## src/rtl/ising_sweep_scheduler.sv

```systemverilog
// Checkerboard Metropolis sweep sequencer with a stepped annealing schedule.
// Ports: clk/rst_n; start/abort with run settings; upd_* row-command handshake; temperature, sweep_count, busy, done status.
module ising_sweep_scheduler #(
  parameter int LATTICE_SIZE   = 16,
  parameter int TEMP_WIDTH     = 8,
  parameter int SWEEP_WIDTH    = 16,
  parameter int STEPS_PER_TEMP = 4,
  localparam int ROW_W = $clog2(LATTICE_SIZE)
) (
  input  logic                   clk,
  input  logic                   rst_n,
  input  logic                   start,
  input  logic                   abort,
  input  logic [SWEEP_WIDTH-1:0] num_sweeps,
  input  logic [TEMP_WIDTH-1:0]  temp_start,
  input  logic [TEMP_WIDTH-1:0]  temp_step,
  input  logic [TEMP_WIDTH-1:0]  temp_min,
  output logic                   upd_valid,
  input  logic                   upd_ready,
  output logic [ROW_W-1:0]       row_addr,
  output logic                   col_parity,
  output logic [TEMP_WIDTH-1:0]  temperature,
  output logic [SWEEP_WIDTH-1:0] sweep_count,
  output logic                   busy,
  output logic                   done
);

  localparam int ANN_W = (STEPS_PER_TEMP > 1) ? $clog2(STEPS_PER_TEMP) : 1;
  localparam logic [ROW_W-1:0] ROW_LAST = ROW_W'(LATTICE_SIZE - 1);
  localparam logic [ANN_W-1:0] ANN_LAST = ANN_W'(STEPS_PER_TEMP - 1);

  typedef enum logic [2:0] {
    S_IDLE,
    S_EVEN,
    S_ODD,
    S_ANNEAL,
    S_DONE
  } state_t;

  state_t                 r_state, w_state_n;
  logic [ROW_W-1:0]       r_row, w_row_n;
  logic [TEMP_WIDTH-1:0]  r_temp, w_temp_n;
  logic [SWEEP_WIDTH-1:0] r_sweep, w_sweep_n;
  logic [ANN_W-1:0]       r_ann, w_ann_n;
  logic [SWEEP_WIDTH-1:0] r_num, w_num_n;
  logic [TEMP_WIDTH-1:0]  r_step, w_step_n;
  logic [TEMP_WIDTH-1:0]  r_min, w_min_n;
  logic                   r_valid, w_valid_n;
  logic                   r_par, w_par_n;
  logic                   r_busy, w_busy_n;
  logic                   r_done, w_done_n;

  logic                   w_xfer;
  logic [SWEEP_WIDTH-1:0] w_sweep_inc;
  logic [TEMP_WIDTH:0]    w_limit;
  logic                   w_sat;
  logic [TEMP_WIDTH-1:0]  w_temp_dec;

  assign w_xfer      = r_valid & upd_ready;
  assign w_sweep_inc = r_sweep + SWEEP_WIDTH'(1);
  // One extra bit so min+step cannot wrap.
  assign w_limit     = {1'b0, r_min} + {1'b0, r_step};
  assign w_sat       = ({1'b0, r_temp} <= w_limit);
  assign w_temp_dec  = w_sat ? r_min : (r_temp - r_step);

  always_comb begin
    w_state_n = r_state;
    w_row_n   = r_row;
    w_temp_n  = r_temp;
    w_sweep_n = r_sweep;
    w_ann_n   = r_ann;
    w_num_n   = r_num;
    w_step_n  = r_step;
    w_min_n   = r_min;
    unique case (r_state)
      S_IDLE: begin
        if (start) begin
          w_num_n   = num_sweeps;
          w_step_n  = temp_step;
          w_min_n   = temp_min;
          w_temp_n  = temp_start;
          w_sweep_n = '0;
          w_ann_n   = '0;
          w_row_n   = '0;
          w_state_n = (num_sweeps == '0) ? S_DONE : S_EVEN;
        end
      end
      S_EVEN, S_ODD: begin
        if (abort) begin
          w_state_n = S_IDLE;
        end else if (w_xfer) begin
          if (r_row == ROW_LAST) begin
            w_row_n   = '0;
            w_state_n = (r_state == S_EVEN) ? S_ODD : S_ANNEAL;
          end else begin
            w_row_n = r_row + ROW_W'(1);
          end
        end
      end
      S_ANNEAL: begin
        if (abort) begin
          w_state_n = S_IDLE;
        end else begin
          w_sweep_n = w_sweep_inc;
          if (r_ann == ANN_LAST) begin
            w_ann_n  = '0;
            w_temp_n = w_temp_dec;
          end else begin
            w_ann_n = r_ann + ANN_W'(1);
          end
          w_state_n = (w_sweep_inc == r_num) ? S_DONE : S_EVEN;
        end
      end
      S_DONE: begin
        w_state_n = S_IDLE;
      end
      default: begin
        w_state_n = S_IDLE;
      end
    endcase
    // Outputs are registered: derive them from the next state.
    w_valid_n = (w_state_n == S_EVEN) || (w_state_n == S_ODD);
    w_par_n   = (w_state_n == S_ODD) ^ w_row_n[0];
    w_busy_n  = (w_state_n != S_IDLE);
    w_done_n  = (w_state_n == S_DONE);
  end

  always_ff @(posedge clk or negedge rst_n) begin
    if (!rst_n) begin
      r_state <= S_IDLE;
      r_row   <= '0;
      r_temp  <= '0;
      r_sweep <= '0;
      r_ann   <= '0;
      r_num   <= '0;
      r_step  <= '0;
      r_min   <= '0;
      r_valid <= 1'b0;
      r_par   <= 1'b0;
      r_busy  <= 1'b0;
      r_done  <= 1'b0;
    end else begin
      r_state <= w_state_n;
      r_row   <= w_row_n;
      r_temp  <= w_temp_n;
      r_sweep <= w_sweep_n;
      r_ann   <= w_ann_n;
      r_num   <= w_num_n;
      r_step  <= w_step_n;
      r_min   <= w_min_n;
      r_valid <= w_valid_n;
      r_par   <= w_par_n;
      r_busy  <= w_busy_n;
      r_done  <= w_done_n;
    end
  end

  assign upd_valid   = r_valid;
  assign row_addr    = r_row;
  assign col_parity  = r_par;
  assign temperature = r_temp;
  assign sweep_count = r_sweep;
  assign busy        = r_busy;
  assign done        = r_done;

endmodule

```

## config.mk

```make
export PLATFORM = sky130hd
export DESIGN_NAME = ising_sweep_scheduler
export DESIGN_NICKNAME = d
export VERILOG_FILES = /design/src/rtl/ising_sweep_scheduler.sv
export SDC_FILE = /design/constraint.sdc
export NUM_CORES = 1
export LEC_CHECK = 0
export BUFFER_PORTS_ARGS = -buffer_cell sky130_fd_sc_hd__buf_2
export CELL_PAD_IN_SITES_DETAIL_PLACEMENT = 1
export CELL_PAD_IN_SITES_GLOBAL_PLACEMENT = 2
export CORE_MARGIN = 4
export CORE_UTILIZATION = 30
export CTS_CLUSTER_DIAMETER = 150
export CTS_CLUSTER_SIZE = 8
export DETAILED_ROUTE_END_ITERATION = 8
export PLACE_DENSITY_LB_ADDON = 0.1
export SLEW_MARGIN = 20
export SYNTH_ARGS = -nofsm -noshare
export SYNTH_HDL_FRONTEND = slang
export SYNTH_SLANG_ARGS = --single-unit
```

## constraint.sdc

```tcl
create_clock -name clk -period 3 [get_ports clk]
set_input_delay 0.75 -clock clk [delete_from_list [all_inputs] [get_ports clk]]
set_output_delay 0.75 -clock clk [all_outputs]
set_load 0.01 [all_outputs]
```

==> results of run 1 <==
## cell type report
type	count	area (sq um)
fillers	1678	8911
multi-input cells	359	2635
flip-flops and latches	69	1727
repair buffers	102	603.1
clock buffers	10	239.0
well taps	184	230.2
inverters	19	71.32
clock inverters	6	62.56
## power by group through the flow
stage	logic [mW]	registers [mW]	clock network (mW)
after floorplan	0.913	1.18	0
after global placement	1.29	1.21	0
after detailed placement	1.32	1.22	0
after CTS	1.40	1.20	1.13
after global routing	1.72	1.22	1.18
final	1.54	1.20	1.10
## metrics by stage
stage	hold WS [ps]	util (%)	power [mW]	worst slack, ps	cell area, sq um
floorplan	454.4	-	2.093	11.90	4441
global placement	476.8	35.40	2.504	-61.91	5125
detailed placement	492.0	35.40	2.537	-194.4	5125
CTS	452.5	37.78	3.735	-200.1	5470
global route	477.8	38.45	4.113	-230.4	5568
finish	436.7	38.45	3.836	-77.75	5568
## cell families after synthesis
kind of cell	count (synthesis)	synth area share, %
DFF	69	39.01
muxes	32	7.999
xor gates and xnor gates	28	5.540
adders and majority gates	28	8.253
AOI/OAI and AO/OA	118	17.64
and+or+nand+nor	153	18.34
buffers and inverters	36	3.222
## cells in the final DEF (no fill, tap or decap), types with 11 or more instances in the layout
| cell type | n |
|---|---|
| buf_2 | 76 |
| dfrtp_1 | 69 |
| nand2_1 | 43 |
| o21ai_0 | 39 |
| nor2_1 | 29 |
| mux2_2 | 27 |
| ha_1 | 24 |
| buf_4 | 21 |
| inv_1 | 19 |
| xnor2_1 | 16 |
| xor2_1 | 11 |
## sequential cells by signal, summed over array words and instances (netlist names)
name,cells
r_ann,2
done,1
r_state,3
r_num,16
r_step,8
col_parity,1
upd_valid,1
busy,1
sweep_count,16
r_min,8
temperature,8
row_addr,4
## worst register-to-register path: cells and delay by family, from the launching register on
family                     cells  cell delay (ps)
and+or+nand+nor                4              450
DFF                            1              390
adders and majority gates      3              790
AOI/OAI and AO/OA              6              840
buffers and inverters          2              280
xor gates and xnor gates       1              200
## timing repair
item                       CTS  global route
pin swaps                   18            19
cloned                       1             0
setup endpoints to repair    8             8
resized for setup            7            11
buffers inserted             3             5
## per-layer routing
metal,vias to the layer above,track usage (%)
li1,1895,-
met1,1967,24.42
met2,53,26.49
met3,13,2.927
met4,0,5.379
met5,-,0
## worst paths after layout
path                            slack (ps)              to
worst max-delay path                   -80  temperature[7]
worst min-delay path                   440        r_min[5]
worst max register to register         -80  temperature[7]
worst min register to register         510        r_ann[0]
max in group asynchronous             2250       r_num[13]
min in group clk                       510        r_ann[0]
==> results.json, run 1 <==
{
  "hpwlAfterDp_um": 10180,
  "clkPwrFrac_pct": 28.7,
  "cts_tree": "yes",
  "maxSlewViolCount": 0,
  "finalCritPeriodShare_pct": 102.6,
  "syn_avg_cell_area_sq_um": 9.540,
  "dr_wl_met2_um": 6145,
  "via_per_inst": 5.244,
  "finalSetupViolCount": 7,
  "fmax_mhz": 324.9,
  "synth_area_leader_cell": "dfrtp_1",
  "status": "complete, but fails checks",
  "top_layer": "met4",
  "ys.warnings.count": 0,
  "drive_gt1_share_pct": 30.44,
  "insertion_delay_ps": 340,
  "seq_power_share_pct": 31.2,
  "rsz0062_at_grt": "true",
  "syn_nets": 537,
  "die_h_um": 129.5,
  "antenna_found_initial": 0,
  "h-tree-depth": 3,
  "synthTopCellsByCount": "dfrtp_1 (69), nand2_1 (43), o21ai_0 (42), nor2_1 (30), mux2_2 (27)",
  "crit_family": "compound AO/OA/AOI/OAI gates",
  "slowest_delay_ps": 390,
  "areaGrowthSynthToFinish_pct": 25.78,
  "drt-met1-wl_um": 6985,
  "crit_arrival_ps": 3300,
  "path_clk_slew_ps": 60,
  "worst-path-stages": 16,
  "p_int_mw": 2.497,
  "pin_count": 77,
  "hold_class": "primary input to async pin",
  "dieArea_sq_mm": 0.01676,
  "ir_drop_mv": 0.2700,
  "max_cap_viol_count": 0,
  "final_cells": 749,
  "grt_pass1_vias": 4145,
  "first_pass_iters": 4,
  "grt.total_usage_pct": 17.10,
  "yosys_register_bits": 69,
  "end_kind": "register",
  "rr_startpoint": "r_min[0]",
  "synth_edf_count": 0,
  "drt_wl_total_um": 13770,
  "slowest_stage": "dfrtp_1",
  "die_x_um": 129.5,
  "cp-start-kind": "register",
  "num_vias": 3928,
  "grt_overflow_total": 0,
  "path_buf_inv": 2,
  "net-switching-power_mw": 1.339,
  "timing.critical_path.from": "r_min[0]",
  "async_flop_share_pct": 100.0,
  "switching_share_pct": 34.90,
  "drtIter0Drc": 128,
  "drc": 0,
  "wl_per_cell_um": 18.39,
  "cp.required_ps": 3220,
  "finalNetCount": 633,
  "synth_flop_cell": "dfrtp_1",
  "yosys.cell_types.count": 62,
  "worstSetupPathType": "register to register",
  "cp_cell_sequence": "ha_2 -> fa_2 -> a211oi_2 -> nor2_1 -> o21ai_1 -> nand2b_1 -> xnor2_2 -> ha_4 -> nand4_1 -> o22ai_1 -> nor2_1 -> o311ai_4 -> buf_6 -> buf_6 -> a31oi_1 -> o31ai_1",
  "numPortBuffers": 76,
  "leakage_nw": 2.523,
  "start_util_pct": 30.57,
  "place.gp.congestion": 0.8139,
  "violations": "negative setup slack",
  "diodes": 0,
  "grt_max_degree": 70,
  "slew-limit-headroom_pct": 47.76,
  "crit_path_max_fanout": 5,
  "numPlacedInstances": 724,
  "cts_hold_buf": 0,
  "yosysMostFrequentCell": "dfrtp_1",
  "fin_skew_ps": 6.671,
  "postSynthCellCount": 464,
  "synth_top_area_share_pct": 39.01,
  "grt_pass1_wl_um": 22270,
  "rows": 44,
  "tightest_slew_ps": 783.6,
  "synth.yosys.seq_area_share_pct": 39.01,
  "met3_wirelength_um": 447,
  "syn_area_sq_mm": 0.004427,
  "numCtsBuffers": 9,
  "fin_setup_tns_ps": -324.7,
  "cts-root-buf": "clkbuf_16",
  "worstRegToRegCells": 16,
  "core_sq_mm": 0.01448,
  "hold_viol": 0,
  "fin_crit_ps": 3078,
  "fin_ws_ps": -77.75,
  "cts.sinks": 69,
  "clock_path_buffers": 2,
  "antenna_left": 0,
  "combinationalPowerShare_pct": 40.1,
  "synth_area_leaders": "dfrtp_1 (39%), ha_1 (7.3%), mux2_2 (6.9%)",
  "p_per_area_mw_per_mm2": 689.0
}
No activity file was read; power rests on OpenSTA's default activity.
==> run 2, diff against run 1 <==
Settings changed: GPL_TIMING_DRIVEN set to 0, TNS_END_PERCENT set to 1.
==> run 2 against run 1 <==
Effect of this change:
- the run still ends with negative setup slack left
- utilization decreased by 0.83 points
- cell count decreased by 0.27%
- maximum frequency decreased by 6.1%
- clock skew decreased by 1.5 ps
- combinational power decreased by 8%
- global-route usage increased by 0.50 points
- setup slack got worse by 200 ps
- sequential share of layout area increased by 0.71 points
- via count decreased by 0.48%
- cell area decreased by 2.2%
- flip-flop and latch count unchanged
- largest cell class unchanged
- largest power group unchanged
==> results.json, run 2 (synthesis results as in run 1) <==
{
  "rsz0062_at_grt": "true",
  "combinationalPowerShare_pct": 39.2,
  "fmax_mhz": 305.1,
  "net-switching-power_mw": 1.291,
  "crit_path_max_fanout": 4,
  "drt_wl_total_um": 13980,
  "fin_crit_ps": 3278,
  "rows": 44,
  "ir_drop_mv": 0.2778,
  "path_buf_inv": 2,
  "status": "complete, but fails checks",
  "die_x_um": 129.5,
  "crit_family": "compound AO/OA/AOI/OAI gates",
  "numCtsBuffers": 9,
  "hold_ws_ps": 348.5,
  "switching_share_pct": 35.51,
  "slowest_delay_ps": 430,
  "clkPwrFrac_pct": 28.1,
  "rr_startpoint": "r_step[0]",
  "h-tree-depth": 3,
  "cp.required_ps": 3200,
  "tightest_slew_ps": 758.0,
  "hpwlAfterDp_um": 10690,
  "grt.total_usage_pct": 17.60,
  "leakage_nw": 2.464,
  "p_per_area_mw_per_mm2": 667.3,
  "cts_hold_buf": 0,
  "first_pass_iters": 4,
  "violations": "negative setup slack",
  "fin_ws_ps": -277.9,
  "worstRegToRegCells": 14,
  "drtIter0Drc": 183,
  "final_common_cell": "buf_2",
  "hold_viol": 0,
  "pin_count": 77,
  "pre_cts_ws_ps": -439.4,
  "placed_area_sq_mm": 0.005081,
  "cts-root-buf": "clkbuf_16",
  "seq_power_share_pct": 32.7,
  "max_cap_viol_count": 0,
  "crit_arrival_ps": 3480,
  "nFillCells": 1710,
  "worstSetupPathType": "register to register",
  "clock_path_buffers": 2,
  "grt_pass1_wl_um": 22590,
  "start_util_pct": 30.57,
  "wl_per_cell_um": 18.71,
  "grt_max_degree": 42,
  "diodes": 0,
  "cp-start-kind": "register",
  "cp_cell_sequence": "ha_2 -> fa_2 -> buf_4 -> a21oi_1 -> o21ai_0 -> o21ai_0 -> ha_1 -> o21a_1 -> o21ai_1 -> a21oi_1 -> o311ai_2 -> buf_4 -> mux2i_1 -> o221ai_1",
  "ff2ff_setup_slack_ps": -280,
  "end_kind": "register",
  "cts.sinks": 69,
  "finalCritPeriodShare_pct": 109.3,
  "final_cell_mix": "buf_2 (80), dfrtp_1 (68), nand2_1 (43)",
  "insertion_delay_ps": 340,
  "numPortBuffers": 76,
  "grt_pass1_vias": 4052,
  "num_vias": 3909,
  "p_int_mw": 2.345,
  "via_per_inst": 5.233,
  "rr_endpoint": "temperature[1]",
  "path_clk_slew_ps": 60,
  "antenna_found_initial": 0,
  "slowest_stage": "fa_2",
  "grt_overflow_total": 0,
  "finalSetupViolCount": 8,
  "finalNetCount": 631,
  "die_h_um": 129.5,
  "antenna_left": 0,
  "drive_gt1_share_pct": 27.35,
  "core_sq_mm": 0.01448,
  "place.gp.congestion": 0.7661,
  "areaGrowthSynthToFinish_pct": 23.06,
  "cts_tree": "yes",
  "fin_skew_ps": 5.169,
  "slew-limit-headroom_pct": 49.28,
  "maxSlewViolCount": 0,
  "hold_class": "primary input to async pin",
  "final_area_sq_mm": 0.005448,
  "drc": 0,
  "dieArea_sq_mm": 0.01676
}
## run 2: cell types whose count changed in the layout (fill, tap and decap cells not counted), moves of 3 or more
cell,previous run,this run
clkbuf_1,0,15
buf_4,21,7
buf_2,76,80
buf_6,4,1
clkinvlp_4,3,0
## run 2: area by class of cell
class	instances	area (sq um)	area share [%]
buffer	17	77.57	1.424
clock buffer	15	267.8	4.915
clock inverter	1	5.005	0.09187
inverter	19	71.32	1.309
multi-input combinational	359	2613	47.96
sequential	69	1728	31.72
tap	184	230.2	4.226
timing repair buffer	83	455.4	8.360
## run 2: routing by layer
metal	track usage, %	routed length [um]
met5	0	0
met4	3.851	128
met3	4.287	578
met2	26.19	6068
met1	25.95	7201
## run 2: worst max-delay path by stage
stage / from / endpoint / slack [ps] / depth (start not counted)
floorplan: r_step[1] / temperature[5] / 10 / 14
global placement: r_step[0] / temperature[3] / -400 / 14
detailed placement: r_step[1] / temperature[3] / -440 / 14
CTS: r_step[0] / temperature[5] / -260 / 14
global route: r_step[0] / temperature[1] / -470 / 14
finish: r_step[0] / temperature[1] / -280 / 14
## run 2: power groups by stage
stage	logic, mW	clock network, mW	registers (mW)
finish	1.42	1.02	1.19
global route	1.59	1.10	1.21
CTS	1.40	1.05	1.19
detailed placement	1.29	0	1.21
global placement	1.25	0	1.21
floorplan	0.913	0	1.18
## run 2: through the flow
step                      total power, mW  TNS, ps  utilization [%]  cells
after floorplan                     2.093        0                -    464
after global placement              2.451    -2775            34.89    724
after detailed placement            2.500    -3101            35.09    725
after CTS                           3.648    -1715            37.44    746
after global routing                3.904    -3375            37.63    747
final                               3.636    -1749            37.63    747
## run 2: what timing repair did
| action | CTS | global route |
|---|---|---|
| setup endpoints to repair | 8 | 8 |
| cloned | 1 | 0 |
| resized for setup | 10 | 3 |
| pin swaps | 10 | 4 |
| setup buffers | 4 | 1 |
==> run 3, diff against run 2 <==
Settings changed: ABC_AREA set to 1, CORE_ASPECT_RATIO set to 1.5, CORE_MARGIN 4 to not set, CORE_UTILIZATION 30 to 29.
==> run 3 against run 2 <==
Effect of this change:
- the run now ends clean
- largest cell class unchanged
- critical path depth rose by 5
- non-clock buffer count rose by 8
- register-to-register slack improved by 370 ps
- maximum frequency rose by 13%
- setup slack improved by 370 ps
- synthesized cell count rose by 29%
- critical path type unchanged
- first-iteration DRC count fell by 41%
- cell area rose by 6.3%
- sequential share of layout area fell by 1.9 points
- utilization rose by 0.98 points
- hold slack got worse by 49 ps
==> results.json, run 3 <==
{
  "status": "completed",
  "clock_path_buffers": 2,
  "worstSetupPathType": "register to register",
  "grt_overflow_total": 0,
  "finalNetCount": 778,
  "p_total_mw": 3.860,
  "syn_avg_cell_area_sq_um": 7.449,
  "tightest_slew_ps": 655.3,
  "syn_nets": 670,
  "core_sq_mm": 0.01500,
  "via_per_inst": 4.760,
  "numCtsBuffers": 9,
  "maxSlewViolCount": 0,
  "synth_area_leaders": "dfrtp_1 (39%), nand2_1 (16%), ha_1 (7.3%)",
  "grt.total_usage_pct": 20.40,
  "drc": 0,
  "final_area_sq_mm": 0.005792,
  "first_pass_iters": 4,
  "dieArea_sq_mm": 0.01584,
  "antenna_left": 0,
  "slew-limit-headroom_pct": 56.32,
  "fin_setup_tns_ps": 0,
  "syn_area_sq_mm": 0.004447,
  "fin_skew_ps": 6.050,
  "antenna_found_initial": 1,
  "yosys_register_bits": 69,
  "grt_max_degree": 52,
  "postSynthCellCount": 597,
  "hpwlAfterDp_um": 11790,
  "diodes": 0,
  "synth_edf_count": 0,
  "fmax_mhz": 344.2,
  "cp.required_ps": 3220,
  "yosysMostFrequentCell": "nand2_1",
  "grt_pass1_vias": 4541,
  "pin_count": 77,
  "synth_top_area_share_pct": 38.83,
  "placed_area_sq_mm": 0.005106,
  "cts.sinks": 69,
  "finalCritPeriodShare_pct": 96.85,
  "hold_viol": 0,
  "grt_pass1_wl_um": 23810,
  "cts-root-buf": "clkbuf_16",
  "numPortBuffers": 76,
  "die_h_um": 153.7,
  "insertion_delay_ps": 330,
  "synth.yosys.seq_area_share_pct": 38.83,
  "end_kind": "register",
  "final_cell_mix": "nand2_1 (179), buf_2 (77), inv_1 (71)",
  "rows": 55,
  "cp-start-kind": "register",
  "ys.warnings.count": 0,
  "place.gp.congestion": 0.8093,
  "drtIter0Drc": 108,
  "wl_per_cell_um": 16.64,
  "cts_tree": "yes",
  "final_common_cell": "nand2_1",
  "die_x_um": 103.1,
  "start_util_pct": 29.64,
  "hold_class": "primary input to async pin",
  "leakage_nw": 2.928,
  "synth_flop_cell": "dfrtp_1",
  "h-tree-depth": 3,
  "drt_wl_total_um": 15130,
  "final_cells": 909,
  "crit_path_max_fanout": 3,
  "cts_hold_buf": 0,
  "drive_gt1_share_pct": 23.94,
  "areaGrowthSynthToFinish_pct": 30.25,
  "synthTopCellsByCount": "nand2_1 (184), inv_1 (71), dfrtp_1 (69), nor2_1 (43), nand3_1 (36)",
  "finalSetupViolCount": 0,
  "max_cap_viol_count": 0,
  "synth_area_leader_cell": "dfrtp_1",
  "ir_drop_mv": 0.2333,
  "rsz0062_at_grt": "true",
  "path_clk_slew_ps": 60,
  "p_per_area_mw_per_mm2": 666.5,
  "fin_crit_ps": 2906,
  "crit_arrival_ps": 3120,
  "num_vias": 4327,
  "yosys.cell_types.count": 40,
  "async_flop_share_pct": 100.0,
  "numPlacedInstances": 873
}
==> run 3: through the flow <==
step / setup WS, ps / util [%] / hold slack, ps
2_1_floorplan: 147.5 / - / 454.4
3_3_place_gp: -436.5 / 33.84 / 472.2
3_5_place_dp: -491.9 / 34.04 / 481.4
4_1_cts: 2.544 / 37.86 / 301.8
5_1_grt: -90.38 / 38.61 / 308.2
6_report: 94.47 / 38.61 / 299.1
==> run 3: cells by family after synthesis <==
kind of cell               after synthesis  synth area share, %
adders and majority gates               28                8.216
xor gates and xnor gates                16                3.461
buffers and inverters                   87                7.456
DFF                                     69                38.83
and+or+nand+nor                        313                31.29
AOI/OAI and AO/OA                       84                10.75
==> run 3: worst paths after layout <==
| path | cells after the start | to | start | slack (ps) |
|---|---|---|---|---|
| min in group clk | 2 | r_num[4] | r_num[4] | 490 |
| max | 19 | temperature[3] | r_min[0] | 90 |
| max in group asynchronous | 2 | sweep_count[2] | rst_n | 2120 |
| max reg2reg | 19 | temperature[3] | r_min[0] | 90 |
| min | 1 | temperature[4] | rst_n | 300 |
| min reg2reg | 2 | r_num[4] | r_num[4] | 490 |
==> run 3: layout make-up <==
cell class                 count  area [sq um]
fill                        1915          9210
multi-input combinational    441          2526
sequential                    69          1728
timing repair buffer          97         579.3
inverter                      76         286.5
tap                          199         249.0
clock buffer                   9         225.2
clock inverter                 7         146.4
buffer                        11         51.30
==> run 3: repair_timing <==
item	4_1_cts	5_1_grt
setup endpoints to repair	8	8
pin swaps	18	23
cloned	1	0
setup buffers	12	7
hold endpoints to repair	0	0
gates resized for setup	25	17
==> run 3: layer usage <==
| metal | track usage, % | routed length [um] |
|---|---|---|
| met1 | 22.90 | 6081 |
| met2 | 37.68 | 8327 |
| met3 | 2.773 | 380 |
| met4 | 8.182 | 334 |
| met5 | 0 | 8 |
==> run 3: critical path, cell delays in order (launching register included) <==
cell	delay, ps
dfrtp_1	420
ha_4	190
fa_2	370
buf_6	130
nand4_1	100
nand3_2	120
xor2_2	180
ha_1	310
nand2_2	60
inv_1	50
nand2_1	50
nand2_1	60
nand2_1	60
nand2_2	90
nand3_4	110
buf_4	160
nand2_1	50
inv_1	40
o21ai_1	140
nand2_1	90
==> run 3: report_power, final <==
group / leakage, nW / internal (mW) / switching, mW
registers: 0.885 / 1.03 / 0.0997
logic: 1.86 / 0.596 / 0.776
clock network: 0.180 / 0.903 / 0.453
